===== src/rtl/id_ex_stage_reg.sv =====
// ID/EX pipeline register: one-cycle slice with reset > flush > stall > load priority and WB write bypass.
// Optional performance counters are enabled by defining ID_EX_PERF_CNT_EN.
module id_ex_stage_reg #(
    parameter int DATA_W = 32,
    parameter int ADDR_W = 5,
    parameter int CTRL_W = 8
) (
    input  logic              clk_i,
    input  logic              rst_i,
    input  logic              stall_i,
    input  logic              flush_i,
    input  logic              valid_i,
    input  logic [DATA_W-1:0] pc_i,
    input  logic [DATA_W-1:0] rs1_data_i,
    input  logic [DATA_W-1:0] rs2_data_i,
    input  logic [DATA_W-1:0] imm_i,
    input  logic [ADDR_W-1:0] rs1_addr_i,
    input  logic [ADDR_W-1:0] rs2_addr_i,
    input  logic [ADDR_W-1:0] rd_addr_i,
    input  logic [CTRL_W-1:0] ctrl_i,
    input  logic              wb_regwrite_i,
    input  logic [ADDR_W-1:0] wb_rd_i,
    input  logic [DATA_W-1:0] wb_data_i,
    output logic              valid_o,
    output logic [DATA_W-1:0] pc_o,
    output logic [DATA_W-1:0] rs1_data_o,
    output logic [DATA_W-1:0] rs2_data_o,
    output logic [DATA_W-1:0] imm_o,
    output logic [ADDR_W-1:0] rs1_addr_o,
    output logic [ADDR_W-1:0] rs2_addr_o,
    output logic [ADDR_W-1:0] rd_addr_o,
    output logic [CTRL_W-1:0] ctrl_o
`ifdef ID_EX_PERF_CNT_EN
    ,
    output logic [31:0]       stall_cnt_o,
    output logic [31:0]       bubble_cnt_o
`endif
);

    // Pipeline control: flush_i turns the slot into a bubble on the next edge
    // regardless of stall_i; stall_i alone freezes the slot; otherwise ID is loaded.
    logic wb_live;
    logic byp_rs1, byp_rs2;
    logic ref_rs1, ref_rs2;

    always_comb begin
        wb_live = wb_regwrite_i && (wb_rd_i != '0);
        byp_rs1 = wb_live && (wb_rd_i == rs1_addr_i);
        byp_rs2 = wb_live && (wb_rd_i == rs2_addr_i);
        ref_rs1 = valid_o && wb_live && (wb_rd_i == rs1_addr_o);
        ref_rs2 = valid_o && wb_live && (wb_rd_i == rs2_addr_o);
    end

    always_ff @(posedge clk_i) begin
        if (rst_i || flush_i) begin
            valid_o    <= 1'b0;
            pc_o       <= '0;
            rs1_data_o <= '0;
            rs2_data_o <= '0;
            imm_o      <= '0;
            rs1_addr_o <= '0;
            rs2_addr_o <= '0;
            rd_addr_o  <= '0;
            ctrl_o     <= '0;
        end else if (stall_i) begin
            // Held operands track WB writes so EX never consumes stale data.
            if (ref_rs1) rs1_data_o <= wb_data_i;
            if (ref_rs2) rs2_data_o <= wb_data_i;
        end else begin
            valid_o    <= valid_i;
            pc_o       <= pc_i;
            rs1_data_o <= byp_rs1 ? wb_data_i : rs1_data_i;
            rs2_data_o <= byp_rs2 ? wb_data_i : rs2_data_i;
            imm_o      <= imm_i;
            rs1_addr_o <= rs1_addr_i;
            rs2_addr_o <= rs2_addr_i;
            rd_addr_o  <= rd_addr_i;
            ctrl_o     <= valid_i ? ctrl_i : '0;
        end
    end

`ifdef ID_EX_PERF_CNT_EN
    always_ff @(posedge clk_i) begin
        if (rst_i) begin
            stall_cnt_o  <= '0;
            bubble_cnt_o <= '0;
        end else begin
            if (stall_i && !flush_i && (stall_cnt_o != 32'hFFFF_FFFF))
                stall_cnt_o <= stall_cnt_o + 32'd1;
            if ((flush_i || (!stall_i && !valid_i)) && (bubble_cnt_o != 32'hFFFF_FFFF))
                bubble_cnt_o <= bubble_cnt_o + 32'd1;
        end
    end
`endif

endmodule


===== config.mk =====
export PLATFORM = sky130hd
export DESIGN_NAME = id_ex_stage_reg
export DESIGN_NICKNAME = d
export VERILOG_FILES = /design/src/rtl/id_ex_stage_reg.sv
export SDC_FILE = /design/constraint.sdc
export NUM_CORES = 1
export LEC_CHECK = 0
export CORE_ASPECT_RATIO = 0.7
export CORE_MARGIN = 1.5
export CORE_UTILIZATION = 40
export CTS_CLUSTER_SIZE = 20
export DETAILED_ROUTE_END_ITERATION = 12
export HOLD_SLACK_MARGIN = 0.05
export PLACE_DENSITY = 0.85
export SLEW_MARGIN = 10
export SYNTH_ARGS = -nofsm -noshare
export SYNTH_HDL_FRONTEND = slang
export SYNTH_SLANG_ARGS = --single-unit

===== constraint.sdc =====
create_clock -name clk_i -period 2.45 [get_ports clk_i]
set_input_delay 0.245 -clock clk_i [delete_from_list [all_inputs] [get_ports clk_i]]
set_output_delay 0.245 -clock clk_i [all_outputs]
set_load 0.02 [all_outputs]

After elaboration in Yosys (flattened, before gate mapping). Cells that the tools add are included.

Logic and storage cells: 30. Flip-flop bits (word level): 152. Output and inout bits: 152. Bits of input ports: 194.

Eq/ne operators: 6. Muxes and demuxes: 7. Reductions and logical operators: 8.

Operators by type and width (count): 2-to-1 mux 32 bit (6); == test 5 bit (4); 2-to-1 mux 8 bit (1); logical AND 1 bit (6); nonzero test 5 bit (1); inequality test 2 x 1 -> 1 bit, second input constant (2); logical OR 1 bit (1).

Logic depth before layout (Yosys ltp).
Depth in word-level cells: 6. Depth in mapped cells: 7. Mapped depth without buffers: 5.

Least setup slack after synthesis. Ideal clock, no wire load.

Path type: input -> register. Start: input wb_rd_i[4]. End: register rs1_data_o[10]. Setup time: 87 ps. Path slack: 474 ps. Cell stages on the path: 7. Arrival time: 1890 ps. Cell sequence: buf_2 or4_4 o21a_1 a41oi_4 buf_6 a21oi_1 a221oi_2.

Longest elaborated chain between the ends: 5.

Ends and longest elaborated chain: start: declaration (RTL line 22) `input logic [ADDR_W-1:0] wb_rd_i,`; nonzero test 5 bit (RTL line 47) `wb_live = wb_regwrite_i && (wb_rd_i != '0);`; logical AND 1 bit (RTL line 47); logical AND 1 bit, on equally long branches (RTL line 48, 50); 2-to-1 mux 32 bit or logical AND 1 bit (tied branches) (RTL line 72, 50); 2-to-1 mux 32 bit or inequality test 2 x 1 -> 1 bit (tied branches); end signal: assignment (RTL line 67) `if (ref_rs1) rs1_data_o <= wb_data_i;`; end signal: assignment (RTL line 72) `rs1_data_o <= byp_rs1 ? wb_data_i : rs1_data_i;`; end: declaration (RTL line 26) `output logic [DATA_W-1:0] rs1_data_o,`.

Parallel ways exist; a longest one is shown, timed or not. A chain may end at the register's enable or synchronous reset.

Worst setup path in the final report.
Start: input wb_rd_i[4]. End: register rs2_data_o[1].

Longest elaborated chain between the ends: 5.

Ends and longest elaborated chain: nonzero test 5 bit (RTL line 47); logical AND 1 bit (RTL line 47); logical AND 1 bit, on equally long branches (RTL line 49, 51); 2-to-1 mux 32 bit or logical AND 1 bit (tied branches) (RTL line 73, 51); 2-to-1 mux 32 bit or inequality test 2 x 1 -> 1 bit (tied branches); end signal: assignment (RTL line 68) `if (ref_rs2) rs2_data_o <= wb_data_i;`; end signal: assignment (RTL line 73) `rs2_data_o <= byp_rs2 ? wb_data_i : rs2_data_i;`; end: declaration (RTL line 27) `output logic [DATA_W-1:0] rs2_data_o,`.

Parallel ways exist; a longest one is shown, timed or not.

==> impl_metrics.json <==
{
  "status": "finished, final reports clean",
  "wl_per_cell_um": 16.5,
  "ant_nets": 0,
  "tightestPinTransition_ns": 0.767,
  "vdd_drop_max_uv": 446,
  "crit_required_ns": 2.76,
  "max_freq_mhz": 474,
  "die_x_um": 156,
  "cap_violations": 0,
  "dieArea_sq_um": 17200,
  "min_period_over_period_pct": 86.1,
  "yosys-top-cells-count": "152 x dfxtp_1, 90 x nor2_1, 79 x mux2i_1",
  "cts_tree": "built",
  "finClkSkew_ns": 0.0119,
  "combPwrFrac_pct": 18.9,
  "rsz0062_at_grt": "no",
  "p_switching_w": 0.00171,
  "num_rows": 39,
  "cts_resized": 0,
  "r2r_cells": 6,
  "grt_pass1_wl_mm": 30.9,
  "gp_congestion": 0.800,
  "crit_type": "input port to register",
  "core_area_sq_um": 16200,
  "cts_hold_buf": 0,
  "start_kind": "input port",
  "min_period_ns": 2.11,
  "syn-mean-instance-area_sq_um": 9.66,
  "synth_cells": 681,
  "sw_frac_of_total_pct": 26.7,
  "synth_top_area_share_pct": 46.2,
  "hold_class": "input port to register",
  "grt_max_degree": 56,
  "gr-total-overflow": 0,
  "drtIter0Drc": 309,
  "p_leak_nw": 4.23,
  "r2r_start": "rs2_addr_o[4]",
  "start_util_pct": 40.6,
  "worstHoldStart": "stall_i",
  "synth.distinct_cells": 26,
  "intPower_w": 0.00467,
  "synth_fp_nets": 875,
  "cts_buffer_depth": 2,
  "setup_viol": 0,
  "clock-sinks": 152,
  "grtUsageTotal_pct": 23.0,
  "synth_flop_cell": "dfxtp_1",
  "clk_pin_slew_ns": 0.07,
  "fin_tns_setup_ns": 0,
  "avgViaCountPerCell": 4.93,
  "antenna_found_initial": 0,
  "holdPathEnd": "valid_o",
  "grt_pass1_vias": 6125,
  "yosysMostFrequentCell": "dfxtp_1",
  "nets": 1219,
  "synth_area_leaders": "dfxtp_1 46%, a221oi_2 13%, mux2i_1 12%",
  "cts_setup_buffers": 0,
  "hold_depth": 4,
  "ys_async_sr_fraction_pct": 0,
  "fin_util_pct": 67.9,
  "yosysSeqAreaShare_pct": 46.2,
  "regToRegSetupSlack_ns": 0.47,
  "final_layout_size_suffix_gt1_share_pct": 12.7,
  "powerDensity_nw_per_um2": 579,
  "p_seq_share_pct": 41.0,
  "hold_viol_final": 0,
  "port_buffers": 345,
  "cts-buffers-inserted": 17,
  "worstSetupEndpointType": "register",
  "synth-edff-count": 0,
  "clk_latency_ns": 0.42,
  "yosysTopAreaCell": "dfxtp_1",
  "crit_fanout": 55,
  "ys_warn_count": 0,
  "wl_mm": 20.8,
  "antennaDiodeCount": 0,
  "synth-seq-cells": 152,
  "io_pins": 346,
  "syn2layout_area_growth_pct": 67.2,
  "drc": 0,
  "cts-root-buf": "clkbuf_16",
  "dr_total_vias": 6223,
  "worstPathArrival_ns": 2.42,
  "drt_pass1_iterations": 4,
  "die_y_um": 110,
  "netlist_area_sq_um": 6580,
  "htree_levels": 4,
  "hpwlAfterDp_mm": 15.2,
  "drv_slew": 0,
  "p_clk_share_pct": 40.0,
  "relSlewSlack_pct": 48.9,
  "r2r_end": "rs2_data_o[2]"
}
[how the worst max path moves through the flow]
stage               start              to  slack [ns]
5_1_grt        wb_rd_i[4]   rs1_data_o[6]        0.30
4_1_cts        wb_rd_i[4]   rs2_data_o[2]        0.38
3_3_place_gp   wb_rd_i[4]   rs2_data_o[1]        0.02
6_report       wb_rd_i[4]   rs2_data_o[1]        0.34
3_5_place_dp   wb_rd_i[4]  rs1_data_o[31]       -0.06
2_1_floorplan  wb_rd_i[4]  rs1_data_o[10]        0.47
[placed cells by master, fill, tap and decap left out]
cell type / synthesis / routed
nor3_1: 2 / 2
nand3_1: 2 / 2
o21a_1: 1 / 1
xnor2_1: 10 / 10
o21ai_2: 1 / 1
a41oi_4: 2 / 2
nand2_1: 66 / 66
clkinv_2: 0 / 1
nor2_1: 90 / 90
buf_12: 0 / 9
or4_4: 1 / 1
xor2_1: 10 / 10
or2_4: 0 / 1
a21oi_1: 65 / 65
o31ai_4: 0 / 2
a221oi_1: 8 / 8
dfxtp_1: 152 / 152
clkbuf_8: 0 / 2
nor2b_1: 1 / 1
inv_1: 65 / 65
clkinv_4: 0 / 1
bufinv_16: 0 / 1
inv_6: 0 / 4
a221oi_2: 56 / 56
clkinvlp_4: 0 / 5
a22oi_1: 8 / 8
buf_4: 6 / 29
o31a_1: 2 / 2
clkdlybuf4s50_1: 0 / 344
mux2i_1: 79 / 79
clkbuf_16: 0 / 17
[through the flow]
stage	cell area, sq um	hold WS, ns	cells	worst slack, ns	total power, W
global route	11000	0.392	1262	0.298	0.00661
floorplan	6580	0.389	681	0.474	0.00323
global placement	10400	0.447	1231	0.0171	0.00386
CTS	11000	0.320	1262	0.379	0.00643
finish	11000	0.323	1262	0.342	0.00638
detailed placement	10400	0.450	1231	-0.0572	0.00387
[power by group through the flow]
| stage | sequential, W | clock [W] | combinational [W] |
|---|---|---|---|
| after floorplan | 0.00278 | 0 | 0.000447 |
| after global placement | 0.00267 | 0 | 0.00119 |
| after detailed placement | 0.00267 | 0 | 0.00120 |
| after CTS | 0.00262 | 0.00260 | 0.00121 |
| after global routing | 0.00263 | 0.00269 | 0.00129 |
| final | 0.00262 | 0.00255 | 0.00121 |
[area by class of cell]
| cell class | count | area [sq um] |
|---|---|---|
| Tap cell | 225 | 282 |
| Clock inverter | 12 | 116 |
| Fill cell | 1254 | 5200 |
| Clock buffer | 19 | 453 |
| Multi-Input combinational cell | 407 | 3030 |
| Inverter | 65 | 244 |
| Sequential cell | 152 | 3040 |
| Timing Repair Buffer | 382 | 3840 |
[flip-flops by register name, indices dropped and copies added, names as in the netlist]
register	cells
rs2_addr_o	5
valid_o	1
ctrl_o	8
rd_addr_o	5
pc_o	32
rs1_data_o	32
rs1_addr_o	5
imm_o	32
rs2_data_o	32
[worst max-delay path, cell delays in order]
cell             delay (ns)
clkdlybuf4s50_1        0.46
or4_4                  0.54
o21a_1                 0.26
a41oi_4                0.21
buf_12                 0.27
a21oi_1                0.10
a221oi_1               0.26
[cell families (layout without fill, tap and decap cells)]
| family | count (synthesis) | after routing | share of synthesized area (%) |
|---|---|---|---|
| xor gates and xnor gates | 20 | 20 | 2.66 |
| DFF | 152 | 152 | 46.2 |
| buffers and inverters | 122 | 478 | 8.25 |
| and+or+nand+nor | 163 | 163 | 9.56 |
| muxes | 79 | 79 | 12.0 |
| AOI/OAI and AO/OA | 145 | 145 | 21.3 |
[layer usage]
layer | track usage [%] | up-vias | routed length [um]
met5 | 0 | - | 0
met3 | 7.54 | 40 | 1700
met2 | 38.9 | 251 | 9770
met1 | 27.4 | 2925 | 8830
met4 | 9.05 | 0 | 485
li1 | - | 3007 | -
(Power assumes the default switching activity.)
